### src/rtl/ov7670_sccb_sequencer_if.sv
// ov7670_sccb_sequencer_if
// Request/response bus between the OV7670 configuration sequencer and the
// SCCB byte master.
//   oSCCB_GO     sequencer -> master  transaction request (level, held until END)
//   oSCCB_RD     sequencer -> master  1 = read transaction, 0 = write
//   oSCCB_DATA   sequencer -> master  {device id, register, data}
//   iSCCB_END    master -> sequencer  one-cycle pulse, transaction complete
//   iSCCB_NACK   master -> sequencer  valid with END, 1 = slave did not ack
//   iSCCB_RDATA  master -> sequencer  read byte, valid with END
interface ov7670_sccb_sequencer_if;
    logic        oSCCB_GO;
    logic        oSCCB_RD;
    logic [23:0] oSCCB_DATA;
    logic        iSCCB_END;
    logic        iSCCB_NACK;
    logic [7:0]  iSCCB_RDATA;

    // Sequencer side issues requests and consumes completions.
    modport master (
        output oSCCB_GO, oSCCB_RD, oSCCB_DATA,
        input  iSCCB_END, iSCCB_NACK, iSCCB_RDATA
    );

    // SCCB byte master side.
    modport slave (
        input  oSCCB_GO, oSCCB_RD, oSCCB_DATA,
        output iSCCB_END, iSCCB_NACK, iSCCB_RDATA
    );
endinterface

### src/rtl/ov7670_sccb_sequencer.sv
// ov7670_sccb_sequencer
// Walks the OV7670 configuration LUT from index 0 to LUT_SIZE-1 and issues one
// SCCB transaction per entry. The first READ_ENTRIES entries are ID read-backs
// compared against the LUT data byte; the rest are register writes. Handles the
// power-up wait, the wait after a COM7 soft reset, NACK retry and re-runs on
// request.
// Ports:
//   iCLK, iRST        clock, asynchronous active-high reset
//   iRECONFIG         one-cycle restart pulse, honoured in DONE or ERROR only
//   oLUT_INDEX        LUT address
//   iLUT_DATA         LUT entry {reg, data}, combinational from oLUT_INDEX
//   sccb              request/response bus to the SCCB byte master
//   oCONFIG_DONE      all entries completed
//   oID_OK            every ID read-back matched (valid in DONE)
//   oERROR            retry budget exhausted, oLUT_INDEX holds failing entry
module ov7670_sccb_sequencer #(
    parameter int         POWERUP_WAIT = 1_000_000,
    parameter int         RESET_WAIT   = 50_000,
    parameter int         LUT_SIZE     = 167,
    parameter int         READ_ENTRIES = 2,
    parameter logic [7:0] SCCB_ID      = 8'h42,
    parameter int         MAX_RETRY    = 3
) (
    input  logic                           iCLK,
    input  logic                           iRST,
    input  logic                           iRECONFIG,
    output logic [7:0]                     oLUT_INDEX,
    input  logic [15:0]                    iLUT_DATA,
    ov7670_sccb_sequencer_if.master        sccb,
    output logic                           oCONFIG_DONE,
    output logic                           oID_OK,
    output logic                           oERROR
);

    localparam int MAX_WAIT = (POWERUP_WAIT > RESET_WAIT) ? POWERUP_WAIT : RESET_WAIT;
    localparam int CNT_W    = $clog2(MAX_WAIT + 1);
    localparam int RTY_W    = (MAX_RETRY < 1) ? 1 : $clog2(MAX_RETRY + 1);

    typedef enum logic [2:0] {
        PWR_WAIT,
        FETCH,
        ISSUE,
        WAIT_END,
        CHECK,
        DELAY,
        DONE,
        ERROR
    } state_t;

    state_t             state_q;
    logic [CNT_W-1:0]   waitCnt_q;
    logic [7:0]         index_q;
    logic [RTY_W-1:0]   retry_q;
    logic [15:0]        entry_q;
    logic               go_q;
    logic               rd_q;
    logic [23:0]        data_q;
    logic               nack_q;
    logic [7:0]         rdata_q;
    logic               idOkFlag_q;
    logic               done_q;
    logic               idOk_q;
    logic               error_q;

    logic               isRead;
    logic               lastEntry;
    logic               softReset;
    logic               idOkFlag_d;

    assign isRead     = (index_q < 8'(READ_ENTRIES));
    assign lastEntry  = (index_q == 8'(LUT_SIZE - 1));
    // A write of COM7 (0x12) with bit7 set resets the sensor, which then needs
    // time before it accepts further register writes.
    assign softReset  = !isRead && (entry_q[15:8] == 8'h12) && entry_q[7];
    // A read-back mismatch clears the flag but never stops the sequence.
    assign idOkFlag_d = idOkFlag_q & ~(isRead & (rdata_q != entry_q[7:0]));

    // Main sequencer: every output is a register so the SCCB master and the
    // LUT see glitch-free levels. GO is raised when leaving ISSUE and dropped
    // on the END pulse, so a stray END while GO is low is never observed
    // outside WAIT_END.
    always_ff @(posedge iCLK or posedge iRST) begin
        if (iRST) begin
            state_q    <= PWR_WAIT;
            waitCnt_q  <= '0;
            index_q    <= '0;
            retry_q    <= '0;
            entry_q    <= '0;
            go_q       <= 1'b0;
            rd_q       <= 1'b0;
            data_q     <= '0;
            nack_q     <= 1'b0;
            rdata_q    <= '0;
            idOkFlag_q <= 1'b0;
            done_q     <= 1'b0;
            idOk_q     <= 1'b0;
            error_q    <= 1'b0;
        end else begin
            case (state_q)
                PWR_WAIT: begin
                    index_q    <= '0;
                    retry_q    <= '0;
                    error_q    <= 1'b0;
                    idOkFlag_q <= 1'b1;
                    if (waitCnt_q == CNT_W'(POWERUP_WAIT - 1)) begin
                        waitCnt_q <= '0;
                        state_q   <= FETCH;
                    end else begin
                        waitCnt_q <= waitCnt_q + CNT_W'(1);
                    end
                end

                FETCH: begin
                    entry_q <= iLUT_DATA;
                    state_q <= ISSUE;
                end

                ISSUE: begin
                    go_q    <= 1'b1;
                    rd_q    <= isRead;
                    data_q  <= {SCCB_ID, entry_q[15:8], isRead ? 8'h00 : entry_q[7:0]};
                    state_q <= WAIT_END;
                end

                WAIT_END: begin
                    if (sccb.iSCCB_END) begin
                        nack_q  <= sccb.iSCCB_NACK;
                        rdata_q <= sccb.iSCCB_RDATA;
                        go_q    <= 1'b0;
                        state_q <= CHECK;
                    end
                end

                CHECK: begin
                    if (nack_q) begin
                        // Retry re-issues the same latched entry; index unchanged.
                        if (retry_q < RTY_W'(MAX_RETRY)) begin
                            retry_q <= retry_q + RTY_W'(1);
                            state_q <= ISSUE;
                        end else begin
                            error_q <= 1'b1;
                            state_q <= ERROR;
                        end
                    end else begin
                        idOkFlag_q <= idOkFlag_d;
                        retry_q    <= '0;
                        if (softReset) begin
                            waitCnt_q <= '0;
                            state_q   <= DELAY;
                        end else if (lastEntry) begin
                            done_q  <= 1'b1;
                            idOk_q  <= idOkFlag_d;
                            state_q <= DONE;
                        end else begin
                            index_q <= index_q + 8'd1;
                            state_q <= FETCH;
                        end
                    end
                end

                DELAY: begin
                    if (waitCnt_q == CNT_W'(RESET_WAIT - 1)) begin
                        waitCnt_q <= '0;
                        if (lastEntry) begin
                            done_q  <= 1'b1;
                            idOk_q  <= idOkFlag_q;
                            state_q <= DONE;
                        end else begin
                            index_q <= index_q + 8'd1;
                            state_q <= FETCH;
                        end
                    end else begin
                        waitCnt_q <= waitCnt_q + CNT_W'(1);
                    end
                end

                DONE, ERROR: begin
                    // Re-run skips the power-up wait: the sensor is already up.
                    if (iRECONFIG) begin
                        index_q    <= '0;
                        retry_q    <= '0;
                        idOkFlag_q <= 1'b1;
                        done_q     <= 1'b0;
                        idOk_q     <= 1'b0;
                        error_q    <= 1'b0;
                        rd_q       <= 1'b0;
                        data_q     <= '0;
                        state_q    <= FETCH;
                    end
                end

                default: state_q <= PWR_WAIT;
            endcase
        end
    end

    assign oLUT_INDEX      = index_q;
    assign sccb.oSCCB_GO   = go_q;
    assign sccb.oSCCB_RD   = rd_q;
    assign sccb.oSCCB_DATA = data_q;
    assign oCONFIG_DONE    = done_q;
    assign oID_OK          = idOk_q;
    assign oERROR          = error_q;

endmodule
### src/flat_wrapper.sv
// flat-port wrapper written by rule: the top's interface ports become plain ports
module ov7670_sccb_sequencer_flat 
#(
    parameter int         POWERUP_WAIT = 1_000_000,
    parameter int         RESET_WAIT   = 50_000,
    parameter int         LUT_SIZE     = 167,
    parameter int         READ_ENTRIES = 2,
    parameter logic [7:0] SCCB_ID      = 8'h42,
    parameter int         MAX_RETRY    = 3
)
  (iCLK, iRST, iRECONFIG, oLUT_INDEX, iLUT_DATA, oCONFIG_DONE, oID_OK, oERROR, sccb_oSCCB_GO, sccb_oSCCB_RD, sccb_oSCCB_DATA, sccb_iSCCB_END, sccb_iSCCB_NACK, sccb_iSCCB_RDATA);
  ov7670_sccb_sequencer_if sccb_i ();
  input  logic iCLK;
  input  logic iRST;
  input  logic iRECONFIG;
  output logic [7:0] oLUT_INDEX;
  input  logic [15:0] iLUT_DATA;
  output logic oCONFIG_DONE;
  output logic oID_OK;
  output logic oERROR;
  output wire logic [$bits(sccb_i.oSCCB_GO)-1:0] sccb_oSCCB_GO;
  output wire logic [$bits(sccb_i.oSCCB_RD)-1:0] sccb_oSCCB_RD;
  output wire logic [$bits(sccb_i.oSCCB_DATA)-1:0] sccb_oSCCB_DATA;
  input wire logic [$bits(sccb_i.iSCCB_END)-1:0] sccb_iSCCB_END;
  input wire logic [$bits(sccb_i.iSCCB_NACK)-1:0] sccb_iSCCB_NACK;
  input wire logic [$bits(sccb_i.iSCCB_RDATA)-1:0] sccb_iSCCB_RDATA;
  assign sccb_oSCCB_GO = sccb_i.oSCCB_GO;
  assign sccb_oSCCB_RD = sccb_i.oSCCB_RD;
  assign sccb_oSCCB_DATA = sccb_i.oSCCB_DATA;
  assign sccb_i.iSCCB_END = sccb_iSCCB_END;
  assign sccb_i.iSCCB_NACK = sccb_iSCCB_NACK;
  assign sccb_i.iSCCB_RDATA = sccb_iSCCB_RDATA;
  ov7670_sccb_sequencer #(.POWERUP_WAIT(POWERUP_WAIT), .RESET_WAIT(RESET_WAIT), .LUT_SIZE(LUT_SIZE), .READ_ENTRIES(READ_ENTRIES), .SCCB_ID(SCCB_ID), .MAX_RETRY(MAX_RETRY)) u_core (.iCLK(iCLK), .iRST(iRST), .iRECONFIG(iRECONFIG), .oLUT_INDEX(oLUT_INDEX), .iLUT_DATA(iLUT_DATA), .sccb(sccb_i), .oCONFIG_DONE(oCONFIG_DONE), .oID_OK(oID_OK), .oERROR(oERROR));
endmodule
### config.mk
export PLATFORM = sky130hd
export DESIGN_NAME = ov7670_sccb_sequencer_flat
export DESIGN_NICKNAME = d
export VERILOG_FILES = /design/src/rtl/ov7670_sccb_sequencer_if.sv /design/src/rtl/ov7670_sccb_sequencer.sv /design/src/flat_wrapper.sv
export SDC_FILE = /design/constraint.sdc
export NUM_CORES = 1
export LEC_CHECK = 0
export CAP_MARGIN = 10
export CORE_ASPECT_RATIO = 1.75
export CORE_MARGIN = 4
export CORE_UTILIZATION = 48
export CTS_CLUSTER_DIAMETER = 60
export CTS_CLUSTER_SIZE = 16
export DETAILED_ROUTE_END_ITERATION = 6
export PLACE_DENSITY = 0.79
export SYNTH_ARGS = -nofsm -noshare
export SYNTH_HDL_FRONTEND = slang
export SYNTH_SLANG_ARGS = --single-unit
### constraint.sdc
create_clock -name iCLK -period 2.1 [get_ports iCLK]
set_input_delay 0.21 -clock iCLK [delete_from_list [all_inputs] [get_ports iCLK]]
set_output_delay 0.21 -clock iCLK [all_outputs]
set_load 0.01 [all_outputs]
==> reports/metrics.cfg <==
[timing]
setup_viol=16
rsz0062_at_grt=true
finClkSkew_ns=0.00604
maxSlewHeadroom_pct=52.9
holdWs_ns=0.328
min_period_ns=2.14
slew_viol_final=0
fmax_mhz=466
worst_pin_slew_ns=0.703
hold_violations=0
setup_slack_ns=-0.0438
tns_ns=-0.411
period_share_pct=102

[synth]
synth_top_area_cell=dfrtp_1
avgSynthCellArea_sq_um=10.6
synth_area_sq_um=4100
synth-edff-count=0
syn_inst=387
yosysMostFrequentCell=dfrtp_1
yosysWarnings=0
synthFlopType=dfrtp_1
synth_cell_types=53
synth_seq_area_share_pct=49.4
synthTopCellsByCount=81 x dfrtp_1, 27 x mux2_2, 25 x nand2_1
async_reset_ff_share_pct=100
synth_seq_cells=81
synth_area_leaders=dfrtp_1 49%, mux2_2 7.4%, a22o_1 3.8%
synth_top_area_share_pct=49.4

[cts]
hold_buffers=0
clk_pin_slew_worst_paths_ns=0.06
clockBufferDepth=2
cts-root-buf=clkbuf_16
cts_num_sinks=81
cts_buffers=9
htree_levels=3
clock_latency_ns=0.35
tritoncts=yes

[global_routing]
first_global_vias=3990
antenna_found_initial=0
grt.overflow.total=0
grt_usage_pct=24.3
grt_pass1_wl_microns=19100
grt_max_degree=82

[floorplanning]
die-area_sq_um=10100
die_width_microns=77.9
fp.dieH_microns=130
rows=44
initial_core_util_pct=49.4
ios=66
core_sq_um=8310

[route]
vias=3823
drt_pass1_iterations=5
drt_wl_total_microns=12200
drt_iter0_markers=185
ant_nets=0
avgViaCountPerCell=6.09
route.detailed.drc=0
avgRoutedWirePerCell_microns=19.4

[critical_path]
required_ns=2.38
reg2reg_from=u_core.entry_q[14]
worstSetupStartpoint=u_core.entry_q[14]
worstPathArrival_ns=2.42
slowest_stage=or4_4
setup.worst_path.end=u_core.waitCnt_q[9]
crit_path_max_incr_delay_ns=0.51
reg2reg_to=u_core.waitCnt_q[9]
crit_chain=nor4b_2 -> nand4b_1 -> a211o_1 -> buf_12 -> or4_4 -> a21oi_2
regToRegSetupSlack_ns=-0.04
reg2reg_depth=6
worstSetupEndpointType=flip-flop
startpoint_type=flip-flop
path_class=reg2reg
cp_max_fo=17

[placement]
place_area_sq_um=5190
dp.final_hpwl_microns=7910
finalWeightedCongestion=0.890
place.port_buffers=59

[status]
violations=negative setup slack
status=finished, violations left

[finish]
drive_gt1_share_pct=30.4
syn_to_final_growth_pct=42.9
n_antenna_cell=0
design_area_sq_um=5860
final_nets=541
final_core_util_pct=70.5

[pwr]
power.switching_uw=2730
ir_drop_mv=0.909
p_int_uw=4760
total_power_uw=7490
p_per_area_nw_per_um2=1280
p_comb_share_pct=45.7
clock_power_share_pct=22.1
p_sw_share_pct=36.5
p_seq_share_pct=32.2
leakagePower_uw=0.00245

[min_path]
hp-class=in2async

[flow_run]
drv_cap=0

sequential cells by signal (all words and copies together) (netlist names):
signal,count
u_core.entry_q,16
u_core.state_q,3
u_core.idOkFlag_q,1
u_core.sccb.oSCCB_RD,1
u_core.oID_OK,1
u_core.sccb.oSCCB_DATA,17
u_core.oERROR,1
u_core.nack_q,1
u_core.rdata_q,8
u_core.waitCnt_q,20
u_core.oLUT_INDEX,8
u_core.retry_q,2
u_core.oCONFIG_DONE,1
u_core.sccb.oSCCB_GO,1
critical path, delay by kind of cell (launching register included):
family                 cells  cell delay, ns
AO/OA/AOI/OAI              2            0.53
buffers and inverters      1            0.17
flip-flops                 1            0.39
AND/OR/NAND/NOR            3            0.98
worst min-delay path by stage:
stage                      endpoint       startpoint  cells past startpoint
3_5_place_dp          u_core.oERROR    u_core.oERROR                      2
6_report       u_core.oLUT_INDEX[7]             iRST                      3
4_1_cts        u_core.oLUT_INDEX[0]             iRST                      3
3_3_place_gp          u_core.oERROR    u_core.oERROR                      2
5_1_grt        u_core.oLUT_INDEX[7]             iRST                      3
2_1_floorplan         u_core.nack_q  sccb_iSCCB_NACK                      1
cell usage in the layout, fill, tap and decap left out, drive strengths merged, types with 3 or more instances in the layout:
cell,instances
nor4,4
nand3b,4
conb,6
o21ai,16
and2,3
nand2b,3
or3,10
a21oi,22
xnor2,8
o31ai,17
or2,3
nand3,13
and3,7
inv,11
and4,4
a22o,18
nand4,11
nand2,25
ha,4
nor3,8
mux2i,3
or4,15
a21boi,6
nor2,9
mux2,27
o211ai,4
buf,70
clkdlybuf4s50,59
clkbuf,10
nor4b,5
dfrtp,81
final cells by class:
class | instances | area (sq um)
clock buffers | 10 | 239
clock inverters | 6 | 72.6
fillers | 574 | 2450
inverters | 9 | 37.5
multi-input cells | 278 | 2160
flip-flops and latches | 81 | 2030
well taps | 115 | 144
repair buffers | 129 | 1180
layer usage:
layer	vias up	wire length, microns	GRT usage (%)	share of wire [%]
li1	1711	-	-	-
met1	1885	4120	23.1	34
met2	172	6840	46.6	56
met3	55	692	5.87	5.7
met4	0	535	13.8	4.4
met5	-	0	0	0
cell families after synthesis:
group	Yosys count	share of synthesized area (%)
AOI/OAI and AO/OA	98	16.4
xor gates and xnor gates	8	1.71
adders and majority gates	4	1.22
buffers and inverters	33	3.78
DFF	81	49.4
muxes	30	8.14
other	1	0.0914
and+or+nand+nor	132	19.3
through the flow:
step,worst slack [ns],instances
floorplan,0.0247,392
global placement,-0.251,600
detailed placement,-0.330,600
CTS,-0.00417,620
global route,-0.114,628
finish,-0.0438,628
power groups by stage:
stage	Sequential [uW]	Clock [uW]	Combinational, uW
after floorplan	2410	0	1710
after global placement	2380	0	2850
after detailed placement	2410	0	2930
after CTS	2400	1660	3240
after global routing	2470	1730	3690
final	2410	1650	3420
what timing repair did:
item                                   in CTS  in global routing
buffers inserted                            3                  7
cloned                                      1                  1
endpoints found under the hold margin       0                  0
setup endpoints to repair                  23                 34
gates resized for setup                    12                 41
pin swaps                                   3                 13
Note: power is estimated with default switching activity, not from simulation.
